[config.mk]
export PLATFORM = sky130hd
export DESIGN_NAME = fetch_ctrl
export DESIGN_NICKNAME = d
export VERILOG_FILES = /design/src/rtl/fetch_ctrl.sv
export SDC_FILE = /design/constraint.sdc
export NUM_CORES = 1
export LEC_CHECK = 0
export CAP_MARGIN = 20
export CORE_MARGIN = 3
export CORE_UTILIZATION = 50
export DETAILED_ROUTE_END_ITERATION = 12
export PLACE_DENSITY_LB_ADDON = 0.08
export REMOVE_ABC_BUFFERS = 1
export SLEW_MARGIN = 20
export SYNTH_ARGS = -nofsm -noshare
export SYNTH_HDL_FRONTEND = slang
export SYNTH_SLANG_ARGS = --single-unit
[constraint.sdc]
create_clock -name clk -period 6.4 [get_ports clk]
set_input_delay 0.64 -clock clk [delete_from_list [all_inputs] [get_ports clk]]
set_output_delay 0.64 -clock clk [all_outputs]
set_load 0.005 [all_outputs]
[src/rtl/fetch_ctrl.sv]
// Next-PC stage: owns the PC, drives the instruction memory address and
// registers the fetched word into IF/ID, with a BOOT/RUN/HALTED sequencer.
module fetch_ctrl #(
  parameter int unsigned       ADDR_W    = 32,
  parameter logic [ADDR_W-1:0] RESET_PC  = '0,
  parameter logic [31:0]       NOP_INSTR = 32'h0000_0000
) (
  input  logic              clk,
  input  logic              rst,
  input  logic              stall,
  input  logic              redirect,
  input  logic [ADDR_W-1:0] redirect_pc,
  input  logic              halt_req,
  input  logic [31:0]       imem_data,
  output logic [ADDR_W-1:0] imem_addr,
  output logic [ADDR_W-1:0] ifid_pc4,
  output logic [31:0]       ifid_instr,
  output logic              ifid_valid,
  output logic              misalign_err,
  output logic              halted
);

  typedef enum logic [1:0] {StBoot, StRun, StHalted} state_e;

  state_e            state_q;
  logic [ADDR_W-1:0] pc_q;
  logic [ADDR_W-1:0] pc_plus4;
  logic [ADDR_W-1:0] target;
  logic              target_misaligned;

  assign pc_plus4          = pc_q + ADDR_W'(4);
  assign target            = {redirect_pc[ADDR_W-1:2], 2'b00};
  assign target_misaligned = |redirect_pc[1:0];

  // PC register only; memory sees no input-to-address path.
  assign imem_addr = pc_q;

  always_ff @(posedge clk or posedge rst) begin
    if (rst) begin
      state_q      <= StBoot;
      pc_q         <= RESET_PC;
      ifid_pc4     <= '0;
      ifid_instr   <= NOP_INSTR;
      ifid_valid   <= 1'b0;
      misalign_err <= 1'b0;
      halted       <= 1'b0;
    end else begin
      // A redirect wins in every state, so error tracking is state-independent.
      if (redirect && target_misaligned) begin
        misalign_err <= 1'b1;
      end
      unique case (state_q)
        StBoot: begin
          if (redirect) begin
            pc_q <= target;
          end
          state_q <= StRun;
        end
        StRun: begin
          if (redirect) begin
            pc_q       <= target;
            ifid_pc4   <= '0;
            ifid_instr <= NOP_INSTR;
            ifid_valid <= 1'b0;
          end else if (stall) begin
            // hold everything
          end else if (halt_req) begin
            ifid_pc4   <= pc_plus4;
            ifid_instr <= imem_data;
            ifid_valid <= 1'b1;
            state_q    <= StHalted;
            halted     <= 1'b1;
          end else begin
            pc_q       <= pc_plus4;
            ifid_pc4   <= pc_plus4;
            ifid_instr <= imem_data;
            ifid_valid <= 1'b1;
          end
        end
        StHalted: begin
          if (redirect) begin
            pc_q       <= target;
            ifid_pc4   <= '0;
            ifid_instr <= NOP_INSTR;
            ifid_valid <= 1'b0;
            state_q    <= StRun;
            halted     <= 1'b0;
          end else begin
            ifid_valid <= 1'b0;
          end
        end
        default: begin
          state_q <= StBoot;
          halted  <= 1'b0;
        end
      endcase
    end
  end

endmodule

==> impl_metrics.yaml, run 1 <==
timing:
  drv_slew: 0
  max_clock_freq_mhz: 361
  worst_pin_slew_ns: 1.07
  finalCriticalPeriod_ns: 2.77
  rsz0062_at_grt: "false"
  finalClockSkew_ns: 0.0152
  finalCritPeriodShare_pct: 43.3
  hold_violations: 0
  setup_viol: 0
  tns_ns: 0
  slew_headroom_pct: 29.0
critical_path:
  cp.depth: 6
  rr_endpoint: "imem_addr[22]"
  start_kind: "primary input"
  r2r_setup_slack_ns: 3.86
  reg2reg_depth: 5
  r2r-start: "state_q[0]"
  crit_family: "buffers and inverters"
  worst_ep_required_time_ns: 6.67
  cp-end-kind: "flip-flop"
  critPathSlowestCell: "a22oi_2"
  crit_chain: "clkdlybuf4s50_1 > nor2_1 > a22oi_2 > buf_4 > nand2_1 > o21ai_0"
  crit_type: "in2reg"
  crit_arrival_ns: 3.04
  max_stage_delay_ns: 0.88
  timing.critical_path.buf_inv: 2
  crit_fanout: 40
power:
  powerDensity_nw_per_um2: 251
  cellLeakagePower_nw: 2.72
  power.total_mw: 1.72
  ir_drop_v: 0.000128
clock_network:
  cts_root_buf: "clkbuf_8"
  cts_setup_buffers: 0
  cts_buffer_depth: 2
  cts_tree: "done"
  cts_resized: 0
  htree_levels: 3
  cts.sinks: 98
  postCtsHoldBufs: 0
  clock_latency_ns: 0.37
  clkTransAtPathRegs_ns: 0.09
  cts_buffers: 9
global_route:
  antenna_found_initial: 0
  grt_max_degree: 77
  grt_overflow_total: 0
  grt_pass1_vias: 4437
  grtUsageTotal_pct: 25.8
  grt_pass1_wl_um: 23700
synthesis:
  synth_cell_types: 61
  ys_seq_elements: 98
  synth_edf_count: 0
  yosys_warnings: 0
  synth_area_leaders: "dfrtp_1 (49%), a22o_1 (5.9%), nand2_1 (3.6%)"
  postSynthCellCount: 500
  synth_common_cells: "dfrtp_1 (98), nand2_1 (48), a22o_1 (34)"
  yosys.cell_count.top_type: "dfrtp_1"
  ys_seq_area_share_pct: 48.7
  ys.flop_type: "dfrtp_1"
  synth.avg_cell_area_um2: 10.1
  yosysTopAreaCellShare_pct: 48.7
  synthArstFlopShare_pct: 100
  synth_top_cell_by_area: "dfrtp_1"
  synth_area_um2: 5040
cells_and_area:
  layout.nets: 706
  antenna_cells: 0
  area_growth_pct: 36.5
  drive_above_1_share_pct: 6.08
worst_hold_path:
  hold_start: "misalign_err"
  min_path_cells: 1
  min_to: "misalign_err"
  min_path_type: "reg2reg"
placed_design:
  gp_congestion: 0.846
  dp_hpwl_um: 9960
  io_buffers: 165
floorplan:
  io_pins: 168
  initial_utilization_pct: 51.5
  die_x_um: 106
  design.core.area_um2: 9770
  dieArea_um2: 11300
  die_y_um: 106
  fp-row-count: 36
route:
  via_per_inst: 6.11
  wl_um: 14700
  vias: 4730
  drt_iter0_drc: 406
  drcViolationCount: 0
  post_drt_wl_per_cell_um: 18.9
  dr.pass1.iters: 5
  ant_nets: 0
job:
  drv_cap: 0
status:
  status: "completed"
-- placed cells by master, fill, tap and decap left out, types with 3 or more instances in the layout --
cell / instances
and4_1: 6
and4_2: 3
nor2_1: 14
nor4_1: 8
or3_1: 9
nand4_1: 14
o211ai_1: 19
and3_1: 3
xor2_1: 9
a211o_1: 3
o22ai_1: 10
nand3_1: 20
a2bb2oi_1: 8
nor3_1: 4
nand2b_1: 4
or2_1: 4
a32oi_1: 14
xnor2_1: 6
nand2_1: 48
o311ai_1: 3
o21ai_0: 24
clkdlybuf4s50_1: 165
inv_6: 3
a21oi_1: 16
and2_1: 16
a22o_1: 34
clkbuf_8: 10
dfrtp_1: 98
a221o_1: 7
buf_4: 7
-- area by class of cell --
| class | count | area (µm²) |
|---|---|---|
| fillers | 770 | 2900 |
| flip-flops and latches | 98 | 2450 |
| multi-input cells | 351 | 2350 |
| repair buffers | 173 | 1720 |
| well taps | 133 | 166 |
| clock buffers | 9 | 124 |
| clock inverters | 7 | 51.3 |
| inverters | 3 | 13.8 |
-- layer usage --
layer,share of wire [%],vias to the layer above,GRT usage [%]
met5,0,-,0
met4,0.73,0,5.27
met3,7.2,11,5.53
met2,48,213,40.6
met1,44,2342,36.9
li1,-,2164,-
-- through the flow --
stage	setup slack (ns)	std cells	utilization, %	hold WS [ns]	cell area [µm²]
floorplan	2.97	452	-	0.459	4800
global route	3.45	774	70.3	0.510	6880
CTS	3.36	773	70.2	0.484	6860
detailed placement	2.98	757	68.4	0.455	6690
finish	3.63	774	70.3	0.478	6880
global placement	3.10	757	68.4	0.451	6690
-- logic make-up (layout without fill, tap and decap cells) --
kind of cell	Yosys count	after routing	share of synthesized area, %
and+or+nand+nor	173	173	19.4
AOI/OAI and AO/OA	158	158	23.5
DFF	98	98	48.7
buffers and inverters	52	192	5.02
xor gates and xnor gates	15	15	2.61
muxes	2	2	0.398
adders and majority gates	1	1	0.248
other	1	2	0.0745
-- worst register-to-register path: cells and delay by family, from the launching register on --
kind | cells | cell delay, ns
DFF | 1 | 0.55
buffers and inverters | 1 | 0.34
AOI/OAI and AO/OA | 1 | 0.39
and+or+nand+nor | 3 | 1.20
-- registers in the layout, indices dropped and copies added, names as in the netlist --
name and flops:
ifid_instr 32, ifid_pc4 31, imem_addr 30, state_q 2, halted 1, ifid_valid 1, misalign_err 1
-- report_power, final --
part | switching [mW] | total, mW | leakage [nW] | internal (mW)
registers | 0.120 | 0.827 | 1.24 | 0.707
clock network | 0.226 | 0.370 | 0.0864 | 0.144
logic | 0.223 | 0.525 | 1.39 | 0.303
-- worst max-delay path by stage --
stage,to,slack [ns],startpoint
2_1_floorplan,imem_addr[31],2.97,redirect
3_3_place_gp,imem_addr[31],3.10,redirect
3_5_place_dp,imem_addr[31],2.98,redirect
4_1_cts,imem_addr[31],3.36,redirect
5_1_grt,ifid_pc4[21],3.45,stall
6_report,ifid_pc4[16],3.63,stall
No activity file was read; power rests on OpenSTA's default activity.
==> run 2, diff against run 1 <==
--- a/config.mk
+++ b/config.mk
@@ -7,7 +7,7 @@
 export LEC_CHECK = 0
 export CAP_MARGIN = 20
 export CORE_MARGIN = 3
-export CORE_UTILIZATION = 50
+export CORE_UTILIZATION = 42
 export DETAILED_ROUTE_END_ITERATION = 12
 export PLACE_DENSITY_LB_ADDON = 0.08
 export REMOVE_ABC_BUFFERS = 1
==> constraint.sdc (replaced) <==
create_clock -name clk -period 2.5 [get_ports clk]
set_input_delay 0.25 -clock clk [delete_from_list [all_inputs] [get_ports clk]]
set_output_delay 0.25 -clock clk [all_outputs]
set_load 0.005 [all_outputs]
==> run 2 against run 1 <==
  * Worst hold slack lost 0.22 ns
  * Critical path depth shrank 1
  * Via count decreased by 1.0%
  * Non-clock buffer count up 19
  * First-iteration DRC count is 29% lower
  * Final cell count up 3.7%
  * Sequential power rose to 2.6 times the previous value
  * Clock skew fell by 0.011 ns
  * Largest power group unchanged
  * Clock power grew to 3.7 times the previous value
  * Cell area increased by 4.2%
  * Power grew to 2.8 times the previous value
  * Critical path type is now reg2reg
  * Wire length up 4.3%
  * Largest cell class unchanged
==> impl_metrics.yaml, run 2 (synthesis results as in run 1) <==
floorplan:
  dieArea_um2: 13300
  die_y_um: 116
  io_pins: 168
  design.core.area_um2: 11600
  fp-row-count: 39
  initial_utilization_pct: 43.5
  die_x_um: 116
global_route:
  grt_pass1_vias: 4486
  grtUsageTotal_pct: 22.8
  grt_max_degree: 50
  grt_pass1_wl_um: 23800
  grt_overflow_total: 0
  antenna_found_initial: 0
power:
  cellLeakagePower_nw: 2.87
  sequentialPowerShare_pct: 43.2
  p_clk_share_pct: 28.0
  powerDensity_nw_per_um2: 681
  netSwitchingPower_mw: 1.47
  internal_power_mw: 3.41
  ir_drop_v: 0.000327
  combPwrFrac_pct: 28.9
  switching_share_pct: 30.1
critical_path:
  cp-end-kind: "flip-flop"
  startpoint: "imem_addr[3]"
  rr_endpoint: "ifid_pc4[30]"
  crit_arrival_ns: 2.45
  r2r-start: "imem_addr[3]"
  crit_fanout: 12
  crit_type: "reg2reg"
  endpoint: "ifid_pc4[30]"
  reg2reg_depth: 5
  start_kind: "flip-flop"
  r2r_setup_slack_ns: 0.27
  worst_ep_required_time_ns: 2.73
timing:
  max_clock_freq_mhz: 449
  finalCritPeriodShare_pct: 89.1
  worst_pin_slew_ns: 0.516
  holdWs_ns: 0.256
  finalClockSkew_ns: 0.00450
  drv_slew: 0
  hold_violations: 0
  finalCriticalPeriod_ns: 2.23
  tns_ns: 0
  setup_viol: 0
  rsz0062_at_grt: "false"
  slew_headroom_pct: 65.4
placed_design:
  gp_congestion: 0.857
  dp.cells: 787
  dp_hpwl_um: 11000
  io_buffers: 165
route:
  via_per_inst: 5.83
  post_drt_wl_per_cell_um: 19.0
  ant_nets: 0
  dr.pass1.iters: 5
  vias: 4681
  wl_um: 15300
  drcViolationCount: 0
  drt_iter0_drc: 288
cells_and_area:
  antenna_cells: 0
  regArea_um2: 2450
  multiInputGateArea_um2: 2350
  fin_cells: 803
  area_growth_pct: 42.2
  layout_commonest_cell: "clkdlybuf4s50_1"
  largest_register: "ifid_instr"
  largest_reg_flops: 32
  postLayoutCoreUtil_pct: 61.9
  layout.nets: 725
  drive_above_1_share_pct: 8.79
  fillerInstances: 992
  final_cell_mix: "clkdlybuf4s50_1 (165), dfrtp_1 (98), nand2_1 (48)"
clock_network:
  clock_latency_ns: 0.34
  clkTransAtPathRegs_ns: 0.07
  cts_buffers: 9
  htree_levels: 3
  cts.sinks: 98
  cts_setup_buffers: 0
  cts_buffer_depth: 2
  cts_resized: 0
  postCtsHoldBufs: 0
  cts_root_buf: "clkbuf_16"
  cts_tree: "done"
job:
  drv_cap: 0
status:
  status: "completed"
worst_hold_path:
  min_path_type: "in2async"
-- run 2: cell types whose count changed in the layout (fill, tap and decap cells not counted), moves of 3 or more --
cell       before  now
inv_6           3    0
clkbuf_8       10    4
buf_4           7   26
clkbuf_16       0    9
-- run 2: how the worst min path moves through the flow --
stage	start	to	slack [ns]	cells after the start
after global routing	rst	ifid_instr[24]	0.29	2
after detailed placement	misalign_err	misalign_err	0.45	1
final	rst	ifid_instr[23]	0.26	2
after global placement	misalign_err	misalign_err	0.45	1
after floorplan	redirect	state_q[1]	0.32	1
after CTS	rst	ifid_instr[24]	0.26	2
-- run 2: layout make-up --
type | count | share of cell area, %
clock buffers | 13 | 3.91
clock inverters | 3 | 0.297
inverters | 3 | 0.192
multi-input cells | 351 | 32.8
flip-flops and latches | 98 | 34.2
well taps | 143 | 2.50
repair buffers | 192 | 26.1
-- run 2: per-layer routing --
layer,vias up,GRT usage (%),wire (µm),part of all wire (%)
li1,2221,-,-,-
met1,2267,30.9,6790,44
met2,175,36.9,7240,47
met3,18,4.02,1010,6.6
met4,0,7.98,244,1.6
met5,-,0,0,0
-- run 2: worst max-delay path: stages (launching register included) --
cell and delay, ns:
dfrtp_1 0.42, ha_1 0.30, nand4_1 0.15, or4_4 0.65
or2_1 0.28, a221o_1 0.31
-- run 2: through the flow --
stage	power (mW)	instance area (µm²)	setup WS [ns]
2_1_floorplan	2.66	4800	-0.821
3_3_place_gp	3.51	6860	0.338
5_1_grt	5.15	7160	0.157
4_1_cts	4.92	7160	0.265
6_report	4.88	7160	0.273
3_5_place_dp	3.54	6860	0.281
-- run 2: power by group through the flow --
| stage | logic (mW) | clock network, mW | registers, mW |
|---|---|---|---|
| floorplan | 0.565 | 0 | 2.10 |
| global placement | 1.39 | 0 | 2.12 |
| detailed placement | 1.41 | 0 | 2.13 |
| CTS | 1.42 | 1.40 | 2.10 |
| global route | 1.53 | 1.47 | 2.15 |
| finish | 1.41 | 1.36 | 2.11 |
==> run 3, diff against run 2 <==
--- a/config.mk
+++ b/config.mk
@@ -7,8 +7,9 @@
 export LEC_CHECK = 0
 export CAP_MARGIN = 20
 export CORE_MARGIN = 3
-export CORE_UTILIZATION = 42
+export CORE_UTILIZATION = 35
 export DETAILED_ROUTE_END_ITERATION = 12
+export MAX_ROUTING_LAYER = met4
 export PLACE_DENSITY_LB_ADDON = 0.08
 export REMOVE_ABC_BUFFERS = 1
 export SLEW_MARGIN = 20
==> run 3 against run 2 <==
  * Worst hold slack better by 0.017 ns
  * First-iteration DRC count shrank 2.4%
  * Register-to-register slack about the same
  * Critical path depth stayed put
  * Global-route usage shrank 2.0 points
  * Largest power group unchanged
  * Highest routed layer unchanged
==> impl_metrics.yaml, run 3 (synthesis results as in run 1) <==
clock_network:
  cts_resized: 0
  cts_buffer_depth: 2
  cts_tree: "done"
  cts_setup_buffers: 0
  htree_levels: 3
  postCtsHoldBufs: 0
  clock_latency_ns: 0.35
  cts_root_buf: "clkbuf_16"
  cts_buffers: 9
  cts.sinks: 98
  clkTransAtPathRegs_ns: 0.07
worst_hold_path:
  min_path_type: "in2async"
timing:
  tns_ns: 0
  drv_slew: 0
  hold_violations: 0
  max_clock_freq_mhz: 447
  finalCritPeriodShare_pct: 89.5
  fin_ws_ns: 0.263
  finalClockSkew_ns: 0.00618
  rsz0062_at_grt: "false"
  slew_headroom_pct: 62.9
  finalCriticalPeriod_ns: 2.24
  setup_viol: 0
  worst_pin_slew_ns: 0.556
cells_and_area:
  area_growth_pct: 43.8
  largest_reg_flops: 32
  multiInputGateArea_um2: 2350
  layout.nets: 722
  antenna_cells: 0
  layout_commonest_cell: "clkdlybuf4s50_1"
  drive_above_1_share_pct: 8.37
  fillerInstances: 1292
  final_cell_mix: "clkdlybuf4s50_1 (165), dfrtp_1 (98), nand2_1 (48)"
  regArea_um2: 2450
  largest_register: "ifid_instr"
  postLayoutCoreUtil_pct: 51.8
global_route:
  grt_overflow_total: 0
  grtUsageTotal_pct: 20.7
  antenna_found_initial: 0
  grt_pass1_vias: 4583
  grt_max_degree: 48
  grt_pass1_wl_um: 25700
route:
  ant_nets: 0
  wl_um: 15900
  via_per_inst: 5.59
  drcViolationCount: 0
  post_drt_wl_per_cell_um: 19.0
  vias: 4677
  dr.pass1.iters: 5
  drt_iter0_drc: 281
critical_path:
  crit_fanout: 12
  cp-end-kind: "flip-flop"
  worst_ep_required_time_ns: 2.73
  crit_arrival_ns: 2.47
  start_kind: "flip-flop"
  crit_type: "reg2reg"
floorplan:
  die_x_um: 126
  dieArea_um2: 15900
  design.core.area_um2: 14000
  initial_utilization_pct: 36.0
  fp-row-count: 43
  io_pins: 168
  die_y_um: 126
power:
  ir_drop_v: 0.000303
  cellLeakagePower_nw: 2.87
  power.total_mw: 5.02
  powerDensity_nw_per_um2: 693
placed_design:
  dp_slack_ns: 0.288
  gp_congestion: 0.876
  dp_hpwl_um: 11300
  io_buffers: 165
job:
  drv_cap: 0
status:
  status: "completed"
run 3: cell types whose count changed in the layout (fill, tap and decap cells not counted):
| cell | change |
|---|---|
| clkinv_2 | +1 |
| clkinvlp_4 | +1 |
| bufinv_16 | +2 |
| buf_12 | +3 |
| buf_4 | -6 |
| clkbuf_8 | -4 |
run 3: layer usage:
layer,up-vias,track usage [%],part of all wire [%]
met5,-,-,0
met4,0,5.74,1.3
met3,18,3.73,5.4
met2,151,32.0,47
met1,2294,28.3,46
li1,2214,-,-
run 3: worst max-delay path, cell delays in order (launching register included):
cell and delay (ns):
dfrtp_1 0.42, ha_1 0.30, nand4_1 0.15, or4_4 0.65, or2_1 0.28, a221o_1 0.32
run 3: final cells by class:
| class | instances | share of cell area [%] |
|---|---|---|
| Timing Repair Buffer | 189 | 26.0 |
| Tap cell | 180 | 3.11 |
| Clock buffer | 9 | 3.11 |
| Inverter | 3 | 0.190 |
| Sequential cell | 98 | 33.9 |
| Clock inverter | 7 | 1.30 |
| Multi-Input combinational cell | 351 | 32.4 |
run 3: path summary, 6_finish.rpt:
| kind | cells past startpoint | end | startpoint | slack (ns) |
|---|---|---|---|---|
| worst max register to register | 5 | ifid_pc4[26] | imem_addr[3] | 0.26 |
| max in group asynchronous | 3 | ifid_pc4[21] | rst | 1.60 |
| worst min register to register | 1 | misalign_err | misalign_err | 0.46 |
| worst max-delay path | 5 | ifid_pc4[26] | imem_addr[3] | 0.26 |
| min in group clk | 1 | misalign_err | misalign_err | 0.46 |
| worst min-delay path | 2 | ifid_instr[6] | rst | 0.27 |
run 3: where the power goes:
| group | switching (mW) | internal (mW) | total [mW] |
|---|---|---|---|
| clock network | 0.612 | 0.875 | 1.49 |
| registers | 0.297 | 1.81 | 2.11 |
| logic | 0.602 | 0.816 | 1.42 |
run 3: through the flow:
step                      instances  area, µm²  hold WS (ns)
after floorplan                 452       4800         0.316
after detailed placement        821       6920         0.452
after CTS                       837       7240         0.287
after global placement          821       6920         0.454
after global routing            837       7240         0.317
final                           837       7240         0.273
